## config.mk

```make
export PLATFORM = sky130hd
export DESIGN_NAME = beam_direction_decoder
export DESIGN_NICKNAME = d
export VERILOG_FILES = /design/src/rtl/beam_direction_decoder.sv
export SDC_FILE = /design/constraint.sdc
export NUM_CORES = 1
export LEC_CHECK = 0
export ABC_AREA = 1
export BUFFER_PORTS_ARGS = -buffer_cell sky130_fd_sc_hd__buf_2
export CAP_MARGIN = 20
export CELL_PAD_IN_SITES_DETAIL_PLACEMENT = 0
export CELL_PAD_IN_SITES_GLOBAL_PLACEMENT = 2
export CORE_ASPECT_RATIO = 2
export CORE_UTILIZATION = 35
export DETAILED_ROUTE_END_ITERATION = 8
export PLACE_DENSITY = 0.84
export SLEW_MARGIN = 20
export SYNTH_ARGS = -nofsm -noshare
export SYNTH_HDL_FRONTEND = slang
export SYNTH_SLANG_ARGS = --single-unit
```

## constraint.sdc

```tcl
create_clock -name clk -period 2.8 [get_ports clk]
set_input_delay 0.7 -clock clk [delete_from_list [all_inputs] [get_ports clk]]
set_output_delay 0.7 -clock clk [all_outputs]
set_load 0.02 [all_outputs]
```

## src/rtl/beam_direction_decoder.sv

```systemverilog
// Doorway direction decoder: sync + debounce two IR beams, emit one-cycle entry/exit pulses.
// Optional stuck-beam detection is compiled in with DIR_FAULT_DETECT_EN.
module beam_direction_decoder #(
    parameter int DEBOUNCE_CYCLES = 100000,
    parameter int TIMEOUT_CYCLES  = 200000000,
    parameter int FAULT_CYCLES    = 1000000000
) (
    input  logic clk,
    input  logic rst_n,
    input  logic beam_outer,
    input  logic beam_inner,
    output logic entry_pulse,
    output logic exit_pulse,
    output logic busy,
    output logic fault
);

    localparam int DW = $clog2(DEBOUNCE_CYCLES) + 1;
    localparam int TW = $clog2(TIMEOUT_CYCLES) + 1;
    localparam logic [DW-1:0] DB_LIM = DW'(DEBOUNCE_CYCLES);
    localparam logic [TW-1:0] TO_LIM = TW'(TIMEOUT_CYCLES);

    typedef enum logic [2:0] {
        IDLE, OUT_FIRST, BOTH_ENT, IN_LAST,
        IN_FIRST, BOTH_EXT, OUT_LAST, WAIT_CLEAR
    } state_t;

    // Bit 1 = outer beam, bit 0 = inner beam throughout.
    logic [1:0]    sync1, sync2, db;
    logic [DW-1:0] db_cnt [2];
    logic [TW-1:0] tmr;
    state_t        state, state_nxt;
    logic          entry_nxt, exit_nxt;
    logic          timed, timeout, fault_hold;

    always_ff @(posedge clk or negedge rst_n) begin
        if (!rst_n) begin
            sync1     <= '0;
            sync2     <= '0;
            db        <= '0;
            db_cnt[0] <= '0;
            db_cnt[1] <= '0;
        end else begin
            sync1 <= {beam_outer, beam_inner};
            sync2 <= sync1;
            for (int b = 0; b < 2; b++) begin
                if (sync2[b] == db[b]) begin
                    db_cnt[b] <= '0;
                end else if (db_cnt[b] >= DB_LIM) begin
                    db[b]     <= sync2[b];
                    db_cnt[b] <= '0;
                end else begin
                    db_cnt[b] <= db_cnt[b] + 1'b1;
                end
            end
        end
    end

`ifdef DIR_FAULT_DETECT_EN
    localparam int FW = $clog2(FAULT_CYCLES) + 1;
    localparam logic [FW-1:0] F_LIM  = FW'(FAULT_CYCLES);
    localparam logic [FW-1:0] F_TRIP = FW'(FAULT_CYCLES - 1);

    logic [FW-1:0] flt_cnt [2];
    logic          trip;

    // Trip one cycle early so the flag registers exactly FAULT_CYCLES after the beam went broken.
    assign trip       = (db[1] && flt_cnt[1] >= F_TRIP) || (db[0] && flt_cnt[0] >= F_TRIP);
    assign fault_hold = trip || (fault && db != 2'b00);

    always_ff @(posedge clk or negedge rst_n) begin
        if (!rst_n) begin
            flt_cnt[0] <= '0;
            flt_cnt[1] <= '0;
            fault      <= 1'b0;
        end else begin
            for (int b = 0; b < 2; b++) begin
                if (!db[b])
                    flt_cnt[b] <= '0;
                else if (flt_cnt[b] < F_LIM)
                    flt_cnt[b] <= flt_cnt[b] + 1'b1;
            end
            if (fault && db == 2'b00)
                fault <= 1'b0;
            else if (trip)
                fault <= 1'b1;
        end
    end
`else
    assign fault      = 1'b0;
    assign fault_hold = 1'b0;
`endif

    assign timed   = (state != IDLE) && (state != WAIT_CLEAR);
    assign timeout = timed && (tmr >= TO_LIM);

    always_comb begin
        state_nxt = state;
        entry_nxt = 1'b0;
        exit_nxt  = 1'b0;
        case (state)
            IDLE: case (db)
                2'b10: state_nxt = OUT_FIRST;
                2'b01: state_nxt = IN_FIRST;
                2'b11: state_nxt = WAIT_CLEAR;
                default: ;
            endcase
            OUT_FIRST: case (db)
                2'b11: state_nxt = BOTH_ENT;
                2'b00: state_nxt = IDLE;
                2'b01: state_nxt = WAIT_CLEAR;
                default: ;
            endcase
            BOTH_ENT: case (db)
                2'b01: state_nxt = IN_LAST;
                2'b10: state_nxt = OUT_FIRST;
                2'b00: state_nxt = WAIT_CLEAR;
                default: ;
            endcase
            IN_LAST: case (db)
                2'b00: begin state_nxt = IDLE; entry_nxt = 1'b1; end
                2'b11: state_nxt = BOTH_ENT;
                2'b10: state_nxt = WAIT_CLEAR;
                default: ;
            endcase
            IN_FIRST: case (db)
                2'b11: state_nxt = BOTH_EXT;
                2'b00: state_nxt = IDLE;
                2'b10: state_nxt = WAIT_CLEAR;
                default: ;
            endcase
            BOTH_EXT: case (db)
                2'b10: state_nxt = OUT_LAST;
                2'b01: state_nxt = IN_FIRST;
                2'b00: state_nxt = WAIT_CLEAR;
                default: ;
            endcase
            OUT_LAST: case (db)
                2'b00: begin state_nxt = IDLE; exit_nxt = 1'b1; end
                2'b11: state_nxt = BOTH_EXT;
                2'b01: state_nxt = WAIT_CLEAR;
                default: ;
            endcase
            WAIT_CLEAR: if (db == 2'b00) state_nxt = IDLE;
            default: state_nxt = IDLE;
        endcase
        // Abandoned or faulted crossings park in WAIT_CLEAR and never pulse.
        if (timeout || fault_hold) begin
            state_nxt = WAIT_CLEAR;
            entry_nxt = 1'b0;
            exit_nxt  = 1'b0;
        end
    end

    always_ff @(posedge clk or negedge rst_n) begin
        if (!rst_n) begin
            state       <= IDLE;
            tmr         <= '0;
            entry_pulse <= 1'b0;
            exit_pulse  <= 1'b0;
        end else begin
            state       <= state_nxt;
            entry_pulse <= entry_nxt;
            exit_pulse  <= exit_nxt;
            if (state_nxt != state)
                tmr <= '0;
            else if (timed && tmr < TO_LIM)
                tmr <= tmr + 1'b1;
        end
    end

    assign busy = (state != IDLE);

endmodule

```

==> impl_metrics.toml, run 1 <==
[global_route]
grt_first_pass_wirelength_um = 16380
overflow = 0
grt_max_degree = 57
grt_usage = 0.1735
antenna_found_initial = 0
first_global_vias = 3518

[routing]
route.detailed.drc = 0
drt_wl_total_um = 9529
first_pass_iters = 4
via_count = 3327
drt_iter0_drc = 220
wire_per_inst_um = 13.97
via_per_inst = 4.878
ant_nets = 0

[cts]
root_buffer = "clkbuf_16"
path_clk_slew_ns = 0.06
clockBufferDepth = 2
postCtsSetupBuffers = 0
clock-sinks = 76
cts_hold_buf = 0
cts_tree = "done"
htree_levels = 3
cts_resized = 0
cts_buffers = 9
clkLatencyLatePin_ns = 0.33

[finish]
fin_nets = 542
syn_to_final_growth_pct = 12.19
drive_above_1_share = 0.1229
diodes = 0
nFillCells = 1257
multi_input_area_mm2 = 0.001954
regArea_mm2 = 0.001902
stdcell_count = 682

[worst_hold_path]
hold_class = "primary input to async pin"

[timing]
clock_skew_ns = 0.004489
hold_viol_final = 0
min_period_over_period = 0.7691
holdWs_ns = 0.2650
rsz0062_at_grt = "false"
fmax_ghz = 0.4644
worst_pin_slew_ns = 0.5850
drv_slew = 0
finalCriticalPeriod_ns = 2.154
setup_viol_count_final = 0
finalSetupTns_ns = 0
relSlewSlack = 0.6070

[critical_path]
critPathMaxFanout = 27
rrSetupSlack_ns = 0.65
r2r_start = "state[0]"
reg2reg_depth = 10
start_kind = "flop"
reg2reg_to = "tmr[17]"
crit_path_end_kind = "flop"
path_class = "flop to flop"
worstPathRequired_ns = 3.05
worstPathArrival_ns = 2.41

[yosys]
synth-main-ff-cell = "dfrtp_1"
synth_seq_area_share = 0.4576
synth.cell_area_mm2 = 0.004156
ys_types = 41
synth_seq_cells = 76
synth_edf_count = 0
syn_inst = 519
ys_warn_count = 0
synth.avg_cell_area_um2 = 8.009
synth-async-reset-ratio = 1.000

[power]
powerDensity_mw_per_mm2 = 680.4
vdd_drop_max_mv = 0.4413
power.leakage_nw = 2.010

[placed_design]
hpwl_um = 7114
io_buffers = 6
place_inst = 666
gp_congestion = 0.8402

[status]
outcome = "complete, no violations"

[floorplanning]
start_util = 0.3574
die-height_um = 156.1
core_mm2 = 0.01163
die-area_mm2 = 0.01234
die_x_um = 79.06
rows = 56
ioPinCount = 8

[job]
max_cap_viol_count = 0
[cell usage after synthesis, drive strengths merged, types with 7 or more instances]
cell type	count	area (um^2)
nor2	107	459.2
nand2	103	421.7
dfrtp	76	1902
inv	65	246.5
nand3	34	180.2
xor2	21	183.9
nand4	18	118.9
nor3	18	105.1
o21ai	18	90.08
a21oi	14	70.07
nor3b	7	57.55
xnor2	7	61.31
[per-layer routing]
metal	wire length, um	GRT usage	part of all wire	vias to the layer above
li1	-	-	-	1681
met4	357	0.08918	0.037	0
met2	5488	0.3329	0.58	34
met5	0	0	0	-
met1	3498	0.1703	0.37	1597
met3	184	0.03158	0.019	15
[layout by cell type (no fill, tap or decap), types with 14 or more instances in the layout]
| master | n |
|---|---|
| a21oi_1 | 14 |
| dfrtp_1 | 76 |
| inv_1 | 58 |
| nand2_1 | 95 |
| nand3_1 | 32 |
| nand4_1 | 17 |
| nor2_1 | 88 |
| nor2_2 | 17 |
| nor3_1 | 15 |
| o21ai_0 | 17 |
| xor2_1 | 21 |
[worst max-delay path by stage]
stage / slack (ns) / cells past startpoint / endpoint / start
after detailed placement: 0.70 / 11 / tmr[27] / db[1]
after CTS: 0.67 / 11 / tmr[17] / db[1]
after global placement: 0.72 / 11 / tmr[0] / db[1]
final: 0.65 / 10 / tmr[17] / state[0]
after global routing: 0.42 / 10 / tmr[20] / state[0]
after floorplan: 1.01 / 12 / tmr[6] / state[1]
[worst max-delay path, cell delays in order, from the launching register on]
cell     delay [ns]
dfrtp_1        0.51
inv_1          0.12
nor2_1         0.22
nor2_1         0.07
o31ai_1        0.24
nor2_1         0.11
nand3_1        0.09
nand2_1        0.10
nor2_4         0.15
nand2_4        0.25
a21oi_1        0.21
[report_power, final]
part / internal (W) / switching (W) / leakage, nW
clock network: 0.000804 / 0.000449 / 0.153
registers: 0.00114 / 0.0000745 / 1.04
logic: 0.000179 / 0.000524 / 0.822
[through the flow]
stage / area (um^2) / utilization / total power, W / setup slack, ns
global placement: 4344 / 0.3735 / 0.001941 / 0.7169
global route: 4663 / 0.4009 / 0.003360 / 0.4241
finish: 4663 / 0.4009 / 0.003173 / 0.6465
CTS: 4663 / 0.4009 / 0.003221 / 0.6704
detailed placement: 4344 / 0.3735 / 0.001948 / 0.6999
floorplan: 4164 / - / 0.001811 / 1.013
[final cells by class]
cell class | count | share of cell area
Clock buffer | 12 | 0.05286
Multi-Input combinational cell | 372 | 0.4191
Inverter | 65 | 0.05286
Timing Repair Buffer | 8 | 0.01288
Sequential cell | 76 | 0.4078
Clock inverter | 4 | 0.01556
Tap cell | 145 | 0.03891
[state kept, by name, summed over array words and instances (netlist names)]
register     cells
sync1            2
db               2
sync2            2
exit_pulse       1
db_cnt          36
tmr             29
entry_pulse      1
state            3
[kinds of logic (layout without fill, tap and decap cells)]
group / count (synthesis) / after routing / share of synthesized area
flip-flops: 76 / 76 / 0.4576
other: 1 / 3 / 0.0009022
XOR/XNOR: 28 / 28 / 0.05900
AND/OR/NAND/NOR: 293 / 293 / 0.3320
buffers and inverters: 73 / 89 / 0.07405
adder cells (fa/ha/maj): 6 / 6 / 0.01806
AO/OA/AOI/OAI: 42 / 42 / 0.05840
Power figures use the tool's default switching activity.
==> run 2, diff against run 1 <==
==> constraint.sdc (replaced) <==
create_clock -name clk -period 2.1 [get_ports clk]
set_input_delay 0.525 -clock clk [delete_from_list [all_inputs] [get_ports clk]]
set_output_delay 0.525 -clock clk [all_outputs]
set_load 0.02 [all_outputs]
==> impl_metrics.toml, run 2 (synthesized netlist as in run 1, its figures left out) <==
[status]
outcome = "complete, no violations"

[critical_path]
worstPathArrival_ns = 2.18
path_class = "flop to flop"
rrSetupSlack_ns = 0.16
reg2reg_to = "tmr[0]"
reg2reg_depth = 12
worstPathRequired_ns = 2.34
critPathMaxFanout = 11
slowest_stage = "dfrtp_1"
crit_path_end_kind = "flop"
start_kind = "flop"
crit_top_cell = "nand2_1"
critPathMaxStageDelay_ns = 0.50
crit_chain = "nand2_1 > inv_1 > o21ai_0 > nand2_1 > nand2_1 > nand3_1 > o21ai_0 > nand3_1 > nand2_2 > nand2_4 > buf_12 > nor3_1"
r2r_start = "state[1]"

[power]
power_frac_seq = 0.364
total_power_w = 0.004401
switching_share = 0.3323
clock_power_share = 0.349
switching_power_w = 0.001463
p_int_w = 0.002939
power.leakage_nw = 2.161
powerDensity_mw_per_mm2 = 896.2
comb_power_share = 0.287
vdd_drop_max_mv = 0.4910

[finish]
largest_register_ffs = 36
syn_to_final_growth_pct = 18.15
diodes = 0
fin_nets = 567
mostFrequentLayoutCells = "nand2_1 (94), nor2_1 (84), dfrtp_1 (73)"
final_area_mm2 = 0.004911
final_common_cell = "nand2_1"
nFillCells = 1255
largestRegisters = "db_cnt (36), tmr (29), state (3)"
drive_above_1_share = 0.1889
stdcell_count = 706
regArea_mm2 = 0.001906
multi_input_area_mm2 = 0.002013
regMostFlops = "db_cnt"

[timing]
finalCriticalPeriod_ns = 1.941
drv_slew = 0
fin_ws_ns = 0.1591
finalSetupTns_ns = 0
hold_viol_final = 0
clock_skew_ns = 0.007948
rsz0062_at_grt = "true"
min_period_over_period = 0.9242
fmax_ghz = 0.5152
setup_viol_count_final = 0

[routing]
first_pass_iters = 4
route.detailed.drc = 0
wire_per_inst_um = 14.15
ant_nets = 0
drt_wl_total_um = 9991
via_count = 3420
drt_iter0_drc = 119
via_per_inst = 4.844

[floorplanning]
die-height_um = 156.1
die_x_um = 79.06
die-area_mm2 = 0.01234
start_util = 0.3574
ioPinCount = 8
rows = 56
core_mm2 = 0.01163

[global_route]
grt_usage = 0.1808
antenna_found_initial = 0
first_global_vias = 3608
grt_first_pass_wirelength_um = 16920
overflow = 0
grt_max_degree = 33

[cts]
clkLatencyLatePin_ns = 0.33
htree_levels = 3
clock-sinks = 76
cts_buffers = 9
cts_tree = "done"
root_buffer = "clkbuf_16"
cts_hold_buf = 0
clockBufferDepth = 2
path_clk_slew_ns = 0.06

[placed_design]
gp_congestion = 0.8697
pre_cts_ws_ns = 0.08565
hpwl_um = 7802
place_area_mm2 = 0.004549
place_inst = 690
io_buffers = 6

[job]
max_cap_viol_count = 0

[worst_hold_path]
hold_class = "primary input to async pin"
-- run 2: worst max-delay path, delay by kind of cell (launching register included) --
kind / cells / cell delay, ns
flops: 1 / 0.50
buf+inv: 2 / 0.22
simple gates: 8 / 0.85
compound gates: 2 / 0.28
-- run 2: worst max path at each step --
stage / startpoint / to / slack (ns) / depth (start not counted)
after global placement: tmr[18] / tmr[25] / 0.09 / 12
after global routing: db_cnt[19] / db_cnt[32] / -0.05 / 13
after detailed placement: tmr[18] / tmr[25] / 0.09 / 13
after floorplan: state[1] / tmr[6] / 0.31 / 12
after CTS: tmr[18] / tmr[25] / 0.06 / 13
final: state[1] / tmr[0] / 0.16 / 12
-- run 2: power by group through the flow --
stage                     Combinational (W)  Sequential [W]  Clock, W
after floorplan                    0.000825         0.00159         0
after global placement              0.00127         0.00163         0
after detailed placement            0.00128         0.00163         0
after CTS                           0.00129         0.00160   0.00159
after global routing                0.00139         0.00161   0.00163
final                               0.00126         0.00160   0.00154
-- run 2: cell type report --
cell class                      count  share of cell area
Multi-Input combinational cell    372              0.4099
Sequential cell                    76              0.3880
Timing Repair Buffer               33             0.05554
Inverter                           65             0.05019
Clock buffer                       10             0.04866
Tap cell                          145             0.03694
Clock inverter                      5             0.01070
-- run 2: routing by layer --
layer | vias to the layer above | GRT usage | share of wire
met5 | - | 0 | 0
met4 | 0 | 0.09351 | 0.045
met3 | 23 | 0.03333 | 0.020
met2 | 41 | 0.3539 | 0.58
met1 | 1625 | 0.1707 | 0.35
li1 | 1731 | - | -
-- run 2: metrics by stage --
| stage | util | hold slack [ns] |
|---|---|---|
| 2_1_floorplan | - | 0.2294 |
| 3_3_place_gp | 0.3911 | 0.3327 |
| 3_5_place_dp | 0.3911 | 0.3347 |
| 4_1_cts | 0.4162 | 0.1596 |
| 5_1_grt | 0.4222 | 0.1656 |
| 6_report | 0.4222 | 0.1441 |
-- run 2: what timing repair did --
action,CTS,global route
gates resized for setup,0,18
setup endpoints to repair,0,20
setup buffers,0,1
